`src/rtl/cic_comp_fir_pkg.sv`:
```
// Shared state type, coefficient tables and arithmetic helpers for the
// CIC droop-compensation FIR.
package cic_comp_package;

   typedef enum logic [1:0] {
      IDLE = 2'd0,
      MAC  = 2'd1,
      RND  = 2'd2
   } fir_state_t;

   localparam int TABLE_TAPS       = 16;
   localparam int TABLE_COEF_WIDTH = 18;
   localparam int SAT_W            = 64;

   // Set 0: symmetric Q1.17 droop compensation with unity DC gain. Set 1: ramp (k+1)*2^12.
   localparam logic signed [TABLE_COEF_WIDTH-1:0] COEF_TABLE [0:1][0:TABLE_TAPS-1] = '{
      '{-18'sd170,   18'sd420,   -18'sd890,  18'sd1640, -18'sd2880, 18'sd5050,
        -18'sd9450,  18'sd71816,  18'sd71816, -18'sd9450, 18'sd5050, -18'sd2880,
         18'sd1640, -18'sd890,    18'sd420,  -18'sd170},
      '{ 18'sd4096,  18'sd8192,  18'sd12288, 18'sd16384, 18'sd20480, 18'sd24576,
         18'sd28672, 18'sd32768, 18'sd36864, 18'sd40960, 18'sd45056, 18'sd49152,
         18'sd53248, 18'sd57344, 18'sd61440, 18'sd65536}
   };

   function automatic int acc_width(input int din_width, input int coef_width, input int num_taps);
      return din_width + coef_width + $clog2(num_taps);
   endfunction

   // Round half up, drop frac_bits, then clamp to a signed out_width range.
   function automatic logic signed [SAT_W-1:0] sat_round(input logic signed [SAT_W-1:0] acc,
                                                         input int frac_bits,
                                                         input int out_width);
      logic signed [SAT_W-1:0] rnd_s;
      logic signed [SAT_W-1:0] max_s;
      logic signed [SAT_W-1:0] min_s;
      rnd_s = (acc + (64'sd1 <<< (frac_bits - 1))) >>> frac_bits;
      max_s = (64'sd1 <<< (out_width - 1)) - 64'sd1;
      min_s = -(64'sd1 <<< (out_width - 1));
      if (rnd_s > max_s) begin
         return max_s;
      end else if (rnd_s < min_s) begin
         return min_s;
      end else begin
         return rnd_s;
      end
   endfunction

endpackage

```
`src/rtl/cic_comp_fir_axis_out_reg.sv`:
```
// One-entry AXI4-Stream output register; a result arriving while the slot is
// full and not draining is dropped and flagged.
module axis_out_reg #(
   parameter int WIDTH = 16
) (
   input  logic                    clk,
   input  logic                    reset_n,
   input  logic                    load_valid,
   input  logic signed [WIDTH-1:0] load_data,
   input  logic                    tready,
   output logic signed [WIDTH-1:0] tdata,
   output logic                    tvalid,
   output logic                    drop
);

   logic accept_s;

   // Slot can take a new result when empty or being drained this cycle.
   always_comb begin
      accept_s = !tvalid || tready;
      drop     = load_valid && !accept_s;
   end

   // Output slot: load, drain on handshake, otherwise hold.
   always_ff @(posedge clk or negedge reset_n) begin
      if (!reset_n) begin
         tdata  <= '0;
         tvalid <= 1'b0;
      end else if (load_valid && accept_s) begin
         tdata  <= load_data;
         tvalid <= 1'b1;
      end else if (tready) begin
         tvalid <= 1'b0;
      end else begin
         tvalid <= tvalid;
      end
   end

endmodule

```
`src/rtl/cic_comp_fir.sv`:
```
// Serial-MAC CIC compensation FIR with output decimation; one multiplier
// shared across all taps, result presented on an AXI4-Stream master.
module cic_comp_fir
   import cic_comp_package::*;
#(
   parameter int DATA_IN_WIDTH  = 16,
   parameter int DATA_OUT_WIDTH = 16,
   parameter int COEF_WIDTH     = 18,
   parameter int COEF_FRAC_BITS = 17,
   parameter int NUM_TAPS       = 16,
   parameter int FIR_DECIMATION = 2,
   parameter int COEF_SET       = 0
) (
   input  logic                             clk,
   input  logic                             reset_n,
   input  logic signed [DATA_IN_WIDTH-1:0]  data_in,
   input  logic                             in_dv,
   output logic signed [DATA_OUT_WIDTH-1:0] m_axis_tdata,
   output logic                             m_axis_tvalid,
   input  logic                             m_axis_tready,
   output logic                             overrun,
   input  logic                             clear_overrun
);

   localparam int ACC_W  = acc_width(DATA_IN_WIDTH, COEF_WIDTH, NUM_TAPS);
   localparam int PROD_W = DATA_IN_WIDTH + COEF_WIDTH;
   localparam int K_W    = $clog2(NUM_TAPS);
   localparam int PH_W   = (FIR_DECIMATION > 1) ? $clog2(FIR_DECIMATION) : 1;
   localparam logic [K_W-1:0]  LAST_TAP   = K_W'(NUM_TAPS - 1);
   localparam logic [PH_W-1:0] LAST_PHASE = PH_W'(FIR_DECIMATION - 1);

   logic signed [COEF_WIDTH-1:0]     coef_s [NUM_TAPS];
   logic signed [DATA_IN_WIDTH-1:0]  x_r    [NUM_TAPS];
   logic        [PH_W-1:0]           phase_r;
   logic        [K_W-1:0]            k_r;
   logic signed [ACC_W-1:0]          acc_r;
   fir_state_t                       state_r;
   logic signed [DATA_OUT_WIDTH-1:0] res_r;
   logic                             res_vld_r;
   logic                             due_s;
   logic                             abort_s;
   logic                             drop_s;
   logic signed [PROD_W-1:0]         prod_s;
   logic signed [DATA_OUT_WIDTH-1:0] res_s;

   // Taps beyond the stored table are zero.
   for (genvar t = 0; t < NUM_TAPS; t++) begin : g_coef
      if (t < TABLE_TAPS) begin : g_tab
         assign coef_s[t] = COEF_WIDTH'(COEF_TABLE[COEF_SET][t]);
      end else begin : g_zero
         assign coef_s[t] = '0;
      end
   end

   // Tap product, input-collision detection and the rounded/saturated result.
   always_comb begin
      due_s   = in_dv && (phase_r == LAST_PHASE);
      abort_s = in_dv && (state_r != IDLE);
      prod_s  = PROD_W'(x_r[k_r]) * PROD_W'(coef_s[k_r]);
      res_s   = DATA_OUT_WIDTH'(sat_round(SAT_W'(acc_r), COEF_FRAC_BITS, DATA_OUT_WIDTH));
   end

   // Delay line, decimation phase and the MAC sequencer.
   always_ff @(posedge clk or negedge reset_n) begin
      if (!reset_n) begin
         for (int i = 0; i < NUM_TAPS; i++) begin
            x_r[i] <= '0;
         end
         phase_r   <= '0;
         k_r       <= '0;
         acc_r     <= '0;
         state_r   <= IDLE;
         res_r     <= '0;
         res_vld_r <= 1'b0;
      end else begin
         res_vld_r <= 1'b0;
         if (in_dv) begin
            x_r[0] <= data_in;
            for (int i = 1; i < NUM_TAPS; i++) begin
               x_r[i] <= x_r[i-1];
            end
            phase_r <= (phase_r == LAST_PHASE) ? '0 : phase_r + 1'b1;
         end
         // A due sample starts a fresh MAC even if it aborts one in flight.
         if (due_s) begin
            state_r <= MAC;
            k_r     <= '0;
            acc_r   <= '0;
         end else if (abort_s) begin
            state_r <= IDLE;
         end else begin
            case (state_r)
               IDLE: state_r <= IDLE;
               MAC: begin
                  acc_r <= acc_r + ACC_W'(prod_s);
                  if (k_r == LAST_TAP) begin
                     state_r <= RND;
                  end else begin
                     k_r <= k_r + 1'b1;
                  end
               end
               RND: begin
                  res_r     <= res_s;
                  res_vld_r <= 1'b1;
                  state_r   <= IDLE;
               end
               default: state_r <= IDLE;
            endcase
         end
      end
   end

   // Sticky overrun; a new event wins over a simultaneous clear.
   always_ff @(posedge clk or negedge reset_n) begin
      if (!reset_n) begin
         overrun <= 1'b0;
      end else if (abort_s || drop_s) begin
         overrun <= 1'b1;
      end else if (clear_overrun) begin
         overrun <= 1'b0;
      end else begin
         overrun <= overrun;
      end
   end

   axis_out_reg #(
      .WIDTH(DATA_OUT_WIDTH)
   ) u_axis_out_reg (
      .clk       (clk),
      .reset_n   (reset_n),
      .load_valid(res_vld_r),
      .load_data (res_r),
      .tready    (m_axis_tready),
      .tdata     (m_axis_tdata),
      .tvalid    (m_axis_tvalid),
      .drop      (drop_s)
   );

endmodule
```
`config.mk`:
```
export PLATFORM = sky130hd
export DESIGN_NAME = cic_comp_fir
export DESIGN_NICKNAME = d
export VERILOG_FILES = /design/src/rtl/cic_comp_fir_pkg.sv /design/src/rtl/cic_comp_fir_axis_out_reg.sv /design/src/rtl/cic_comp_fir.sv
export SDC_FILE = /design/constraint.sdc
export NUM_CORES = 1
export LEC_CHECK = 0
export ABC_AREA = 1
export CAP_MARGIN = 15
export CELL_PAD_IN_SITES_DETAIL_PLACEMENT = 1
export CELL_PAD_IN_SITES_GLOBAL_PLACEMENT = 1
export CORE_UTILIZATION = 36
export CTS_CLUSTER_SIZE = 20
export DETAILED_ROUTE_END_ITERATION = 6
export PLACE_DENSITY_LB_ADDON = 0.1
export SETUP_SLACK_MARGIN = 0.3
export SLEW_MARGIN = 20
export SYNTH_ARGS = -nofsm -noshare
export SYNTH_HDL_FRONTEND = slang
export SYNTH_SLANG_ARGS = --single-unit
```
`constraint.sdc`:
```
create_clock -name clk -period 6.96 [get_ports clk]
set_input_delay 2.088 -clock clk [delete_from_list [all_inputs] [get_ports clk]]
set_output_delay 2.088 -clock clk [all_outputs]
set_load 0.02 [all_outputs]
```
==> results <==
- The flow ran to the end, and the final reports show no timing, DRC or antenna violations.
- Sequential elements use 30.2% of the synthesized area.
- In this run the horizontal extent of the chip is approximately 280 µm.
- The area of the die is 78,200 µm².
- Data on the critical path is required at its endpoint by ~7500 ps.
- The number of rows created at floorplan is 101.
- The setup slack on the worst flop-to-flop path is 150 ps.
- The overall via count from detail_route is about 23,000.
- The endpoint of the worst-slack reg-to-reg timing path is acc_r[32].
- The number of pins exceeding their max-slew limit in the final report came to 0.
- The share of the clock period used by the worst path after layout is a little over nine tenths.
- The critical path launch point type is a flop.
- The detailed-router iteration count before antenna repair is 5.
- Of the post-synthesis cell area, the dominant cell type holds 30.2%.
- STA puts the critical path data arrival time at 7300 ps.
- Measured along the y axis, the die boundary spans 280 µm.
- CTS saw 335 sinks.
- The clock root buffer is sky130_fd_sc_hd__clkbuf_16.
- For the final routed database, the setup TNS stands at 0 ps.
- The number of hold buffers added after CTS was 0.
- The origin of the worst min-delay path is x_r[22].
- The total I/O pin count is 39.
- Subtracting the final worst setup slack from the clock period gives 6810 ps.
- The largest incremental delay on the critical path is 650 ps.
- The max capacitance violation total is 0.
- The fraction of final layout cells with drive strength greater than 1 is 21.0%.
- The post-route antenna net violation count is 0.
- Setup repair after global routing could not meet its margin everywhere.
- Setup violations remaining at the end of the flow were counted as 0.
- The total number of H-tree levels is 2.
- Global routing finished with a remaining overflow of 0.
- The maximum number of pins on one net before global-route repair is 136.
- The area of the mapped netlist is about 28,000 µm².
- In the routed layout, each cell is associated on average with a via count of 4.97.
- The dominant synthesized flop cell is sky130_fd_sc_hd__dfrtp_1.
- The cell repeated most along the worst path is sky130_fd_sc_hd__inv_1.
- The share of async-settable or async-resettable flops after synthesis is 100%.
- The number of buffers added by the clock tree synthesis step is 42.
- The critical path contains buffers and inverters numbering 11 combined.
- The number of enable-type register cells in the synthesized netlist is 0.
- The largest area contributor in the netlist is sky130_fd_sc_hd__dfrtp_1.
- A synthesized cell averages 8.43 µm².
- The later pin in the worst-skew pair is clocked with a latency of 600 ps.
- The number of cells on the critical path is 32.
- After detailed routing, the average wire length per cell comes to around 20 µm.
- The peak fanout along the critical path is 6.
- Synthesis produced a netlist whose cell count is 3,292.
- Input and output buffers added on the ports amount to 38.
- Tracing the worst setup path back leads to its startpoint at k_r[0].
- Wires add up to about 90 mm.
- The depth of the most critical reg-to-reg path is 32.
- The initial utilization of the core area, before any placement, comes to 36.5%.
- Yosys attributes the largest share of cell area to sky130_fd_sc_hd__dfrtp_1, sky130_fd_sc_hd__fa_1, sky130_fd_sc_hd__nand2_1, sky130_fd_sc_hd__inv_1, sky130_fd_sc_hd__ha_1.
- The first-pass GRT wire length is 148 mm.
- The core footprint is roughly 76,000 µm².
- The number of antenna violations at the first check in global routing is 2.
- The via count of the first global-routing pass is approximately 26,000.
- Clock-pin slew was measured on the worst setup and hold paths at 70 ps.
- After synthesis the netlist holds a flip-flop and latch count of between 300 and 400.
- Global routing consumed, over all layers together, 24.6% of the routing resources.
- TritonCTS built the clock tree.
- The startpoint of the worst register-to-register path is k_r[0].
- The synthesized netlist contains 56 unique library cells.
- The final layout net count is 4,071.
- Timing would allow up to 147 MHz.
- Compared with the post-synthesis result, the final layout area differs by 25.6%.
- For this design, the slowest cell found on the critical path is sky130_fd_sc_hd__fa_2.
- When the netlist entered floorplanning its net count stood at 3,757.
- The number of synthesis warnings is 0.
- The detailed router finished its first iteration with 1,286 violations.
- The setup path with the least slack is of type flop to flop.
- Summed over all nets, the half-perimeter wirelength after detailed placement is 69.9 mm.
- The worst hold path class is flop to flop.
- For the final database, setup skew stands at between 40 and 50 ps.
- The remaining design rule violation count is 0.
- The largest buffer count on any clock path is 3.
- The most critical setup path has its endpoint at acc_r[32].
- The number of hold violations in the final report came to 0.
- The worst setup path is captured at a flop.
- At the end of routability-driven placement, the weighted congestion stood at 0.912.
- The actual slew at the worst max-slew pin is 1080 ps.
- The kind of cell with the highest combined delay along the critical path is adder cells.
- In this run the tightest slew margin relative to its limit is 28.3%.
-- worst min path at each step --
stage,slack (ps),depth (start not counted),to
after floorplan,450,2,u_axis_out_reg.tvalid
after global placement,460,2,x_r[35]
after detailed placement,470,2,x_r[7]
after CTS,470,2,x_r[6]
after global routing,500,2,x_r[108]
final,470,2,x_r[6]
-- final cells by class --
| cell class | count | area (µm²) |
|---|---|---|
| Clock buffer | 59 | 1190 |
| Timing Repair Buffer | 397 | 3650 |
| Antenna cell | 1 | 2.50 |
| Inverter | 645 | 2480 |
| Clock inverter | 18 | 304 |
| Tap cell | 1030 | 1290 |
| Fill cell | 8826 | 41200 |
| Sequential cell | 335 | 8390 |
| Multi-Input combinational cell | 2185 | 17500 |
-- flip-flops by register name, summed over array words and instances, names as in the netlist --
register               count
u_axis_out_reg.tdata      16
phase_r                    1
overrun                    1
res_r                     16
k_r                        4
acc_r                     37
u_axis_out_reg.tvalid      1
x_r                      256
res_vld_r                  1
state_r                    2
-- cells in the mapped netlist (2+ instances only) --
master	count
sky130_fd_sc_hd__xor2_1	16
sky130_fd_sc_hd__a21oi_2	10
sky130_fd_sc_hd__a21boi_0	2
sky130_fd_sc_hd__a22o_1	5
sky130_fd_sc_hd__o21ai_1	3
sky130_fd_sc_hd__nand3_1	60
sky130_fd_sc_hd__a21oi_1	119
sky130_fd_sc_hd__o21ai_2	3
sky130_fd_sc_hd__nand3b_1	5
sky130_fd_sc_hd__nand4_1	6
sky130_fd_sc_hd__clkbuf_1	76
sky130_fd_sc_hd__a21o_1	6
sky130_fd_sc_hd__o211ai_1	23
sky130_fd_sc_hd__nor2_1	215
sky130_fd_sc_hd__dfrtp_1	335
sky130_fd_sc_hd__buf_2	30
sky130_fd_sc_hd__a31oi_1	3
sky130_fd_sc_hd__o221ai_1	2
sky130_fd_sc_hd__o21a_1	2
sky130_fd_sc_hd__a221oi_1	25
sky130_fd_sc_hd__nor3_1	12
sky130_fd_sc_hd__inv_2	9
sky130_fd_sc_hd__o211ai_2	4
sky130_fd_sc_hd__o22ai_1	67
sky130_fd_sc_hd__nand2_1	800
sky130_fd_sc_hd__nor2_4	9
sky130_fd_sc_hd__clkinv_1	4
sky130_fd_sc_hd__xnor2_1	3
sky130_fd_sc_hd__o21ai_0	248
sky130_fd_sc_hd__o311ai_1	4
sky130_fd_sc_hd__inv_1	630
sky130_fd_sc_hd__nand2_2	28
sky130_fd_sc_hd__o21bai_1	4
sky130_fd_sc_hd__o311ai_4	2
sky130_fd_sc_hd__fa_1	329
sky130_fd_sc_hd__buf_4	14
sky130_fd_sc_hd__ha_1	115
sky130_fd_sc_hd__nand2_4	6
sky130_fd_sc_hd__or2_2	2
sky130_fd_sc_hd__mux2_2	16
sky130_fd_sc_hd__buf_1	5
sky130_fd_sc_hd__o2111ai_1	12
sky130_fd_sc_hd__nor2_2	8
sky130_fd_sc_hd__o31ai_1	3
-- tightest hold or removal path, stage by stage, from the launching register on --
cell	delay, ps
sky130_fd_sc_hd__dfrtp_1	350
sky130_fd_sc_hd__nand2_1	50
sky130_fd_sc_hd__o21ai_0	60
-- kinds of logic after synthesis --
group	count (synthesis)	synth area share, %
and+or+nand+nor	1155	16.9
buffers and inverters	773	10.9
AOI/OAI and AO/OA	550	11.8
adders and majority gates	444	28.9
DFF	335	30.2
xor gates and xnor gates	19	0.600
muxes	16	0.649
-- cell usage in the layout (no fill, tap or decap), types with 16 or more instances in the layout --
| cell type | count |
|---|---|
| sky130_fd_sc_hd__a21oi_1 | 93 |
| sky130_fd_sc_hd__a21oi_2 | 30 |
| sky130_fd_sc_hd__buf_12 | 26 |
| sky130_fd_sc_hd__buf_4 | 301 |
| sky130_fd_sc_hd__buf_6 | 24 |
| sky130_fd_sc_hd__clkbuf_16 | 42 |
| sky130_fd_sc_hd__clkdlybuf4s50_1 | 36 |
| sky130_fd_sc_hd__dfrtp_1 | 332 |
| sky130_fd_sc_hd__fa_1 | 318 |
| sky130_fd_sc_hd__ha_1 | 96 |
| sky130_fd_sc_hd__ha_4 | 18 |
| sky130_fd_sc_hd__inv_1 | 605 |
| sky130_fd_sc_hd__inv_2 | 25 |
| sky130_fd_sc_hd__mux2_2 | 16 |
| sky130_fd_sc_hd__nand2_1 | 760 |
| sky130_fd_sc_hd__nand2_2 | 62 |
| sky130_fd_sc_hd__nand3_1 | 46 |
| sky130_fd_sc_hd__nor2_1 | 181 |
| sky130_fd_sc_hd__nor2_2 | 29 |
| sky130_fd_sc_hd__nor2_4 | 22 |
| sky130_fd_sc_hd__o211ai_1 | 23 |
| sky130_fd_sc_hd__o21ai_0 | 224 |
| sky130_fd_sc_hd__o21ai_1 | 19 |
| sky130_fd_sc_hd__o22ai_1 | 57 |
-- metal layers --
layer | share of wire, % | global-route usage, %
met4 | 2.0 | 5.72
met2 | 46 | 39.2
met5 | 0 | 0
met1 | 48 | 34.9
met3 | 4.3 | 3.76
-- per-stage QoR --
stage                     cell area, µm²  utilization (%)  hold WS, ps  setup WS [ps]  cells
after floorplan                    27800                -          448            356   3292
after global placement             31200             41.0          458           -694   4516
after detailed placement           31200             41.0          468           -750   4516
after CTS                          34200             45.0          468            208   4651
after global routing               34900             45.8          499           -135   4670
final                              34900             45.8          473            149   4670
-- what timing repair did --
item	4_1_cts	5_1_grt
resized for setup	230	118
endpoints found under the setup margin	26	27
gates cloned	8	0
buffers inserted	50	18
pin swaps	60	36
Power is left out: the tool's default activity adds up to more than one toggle a clock period on the data nets, which glitch-free logic cannot reach.
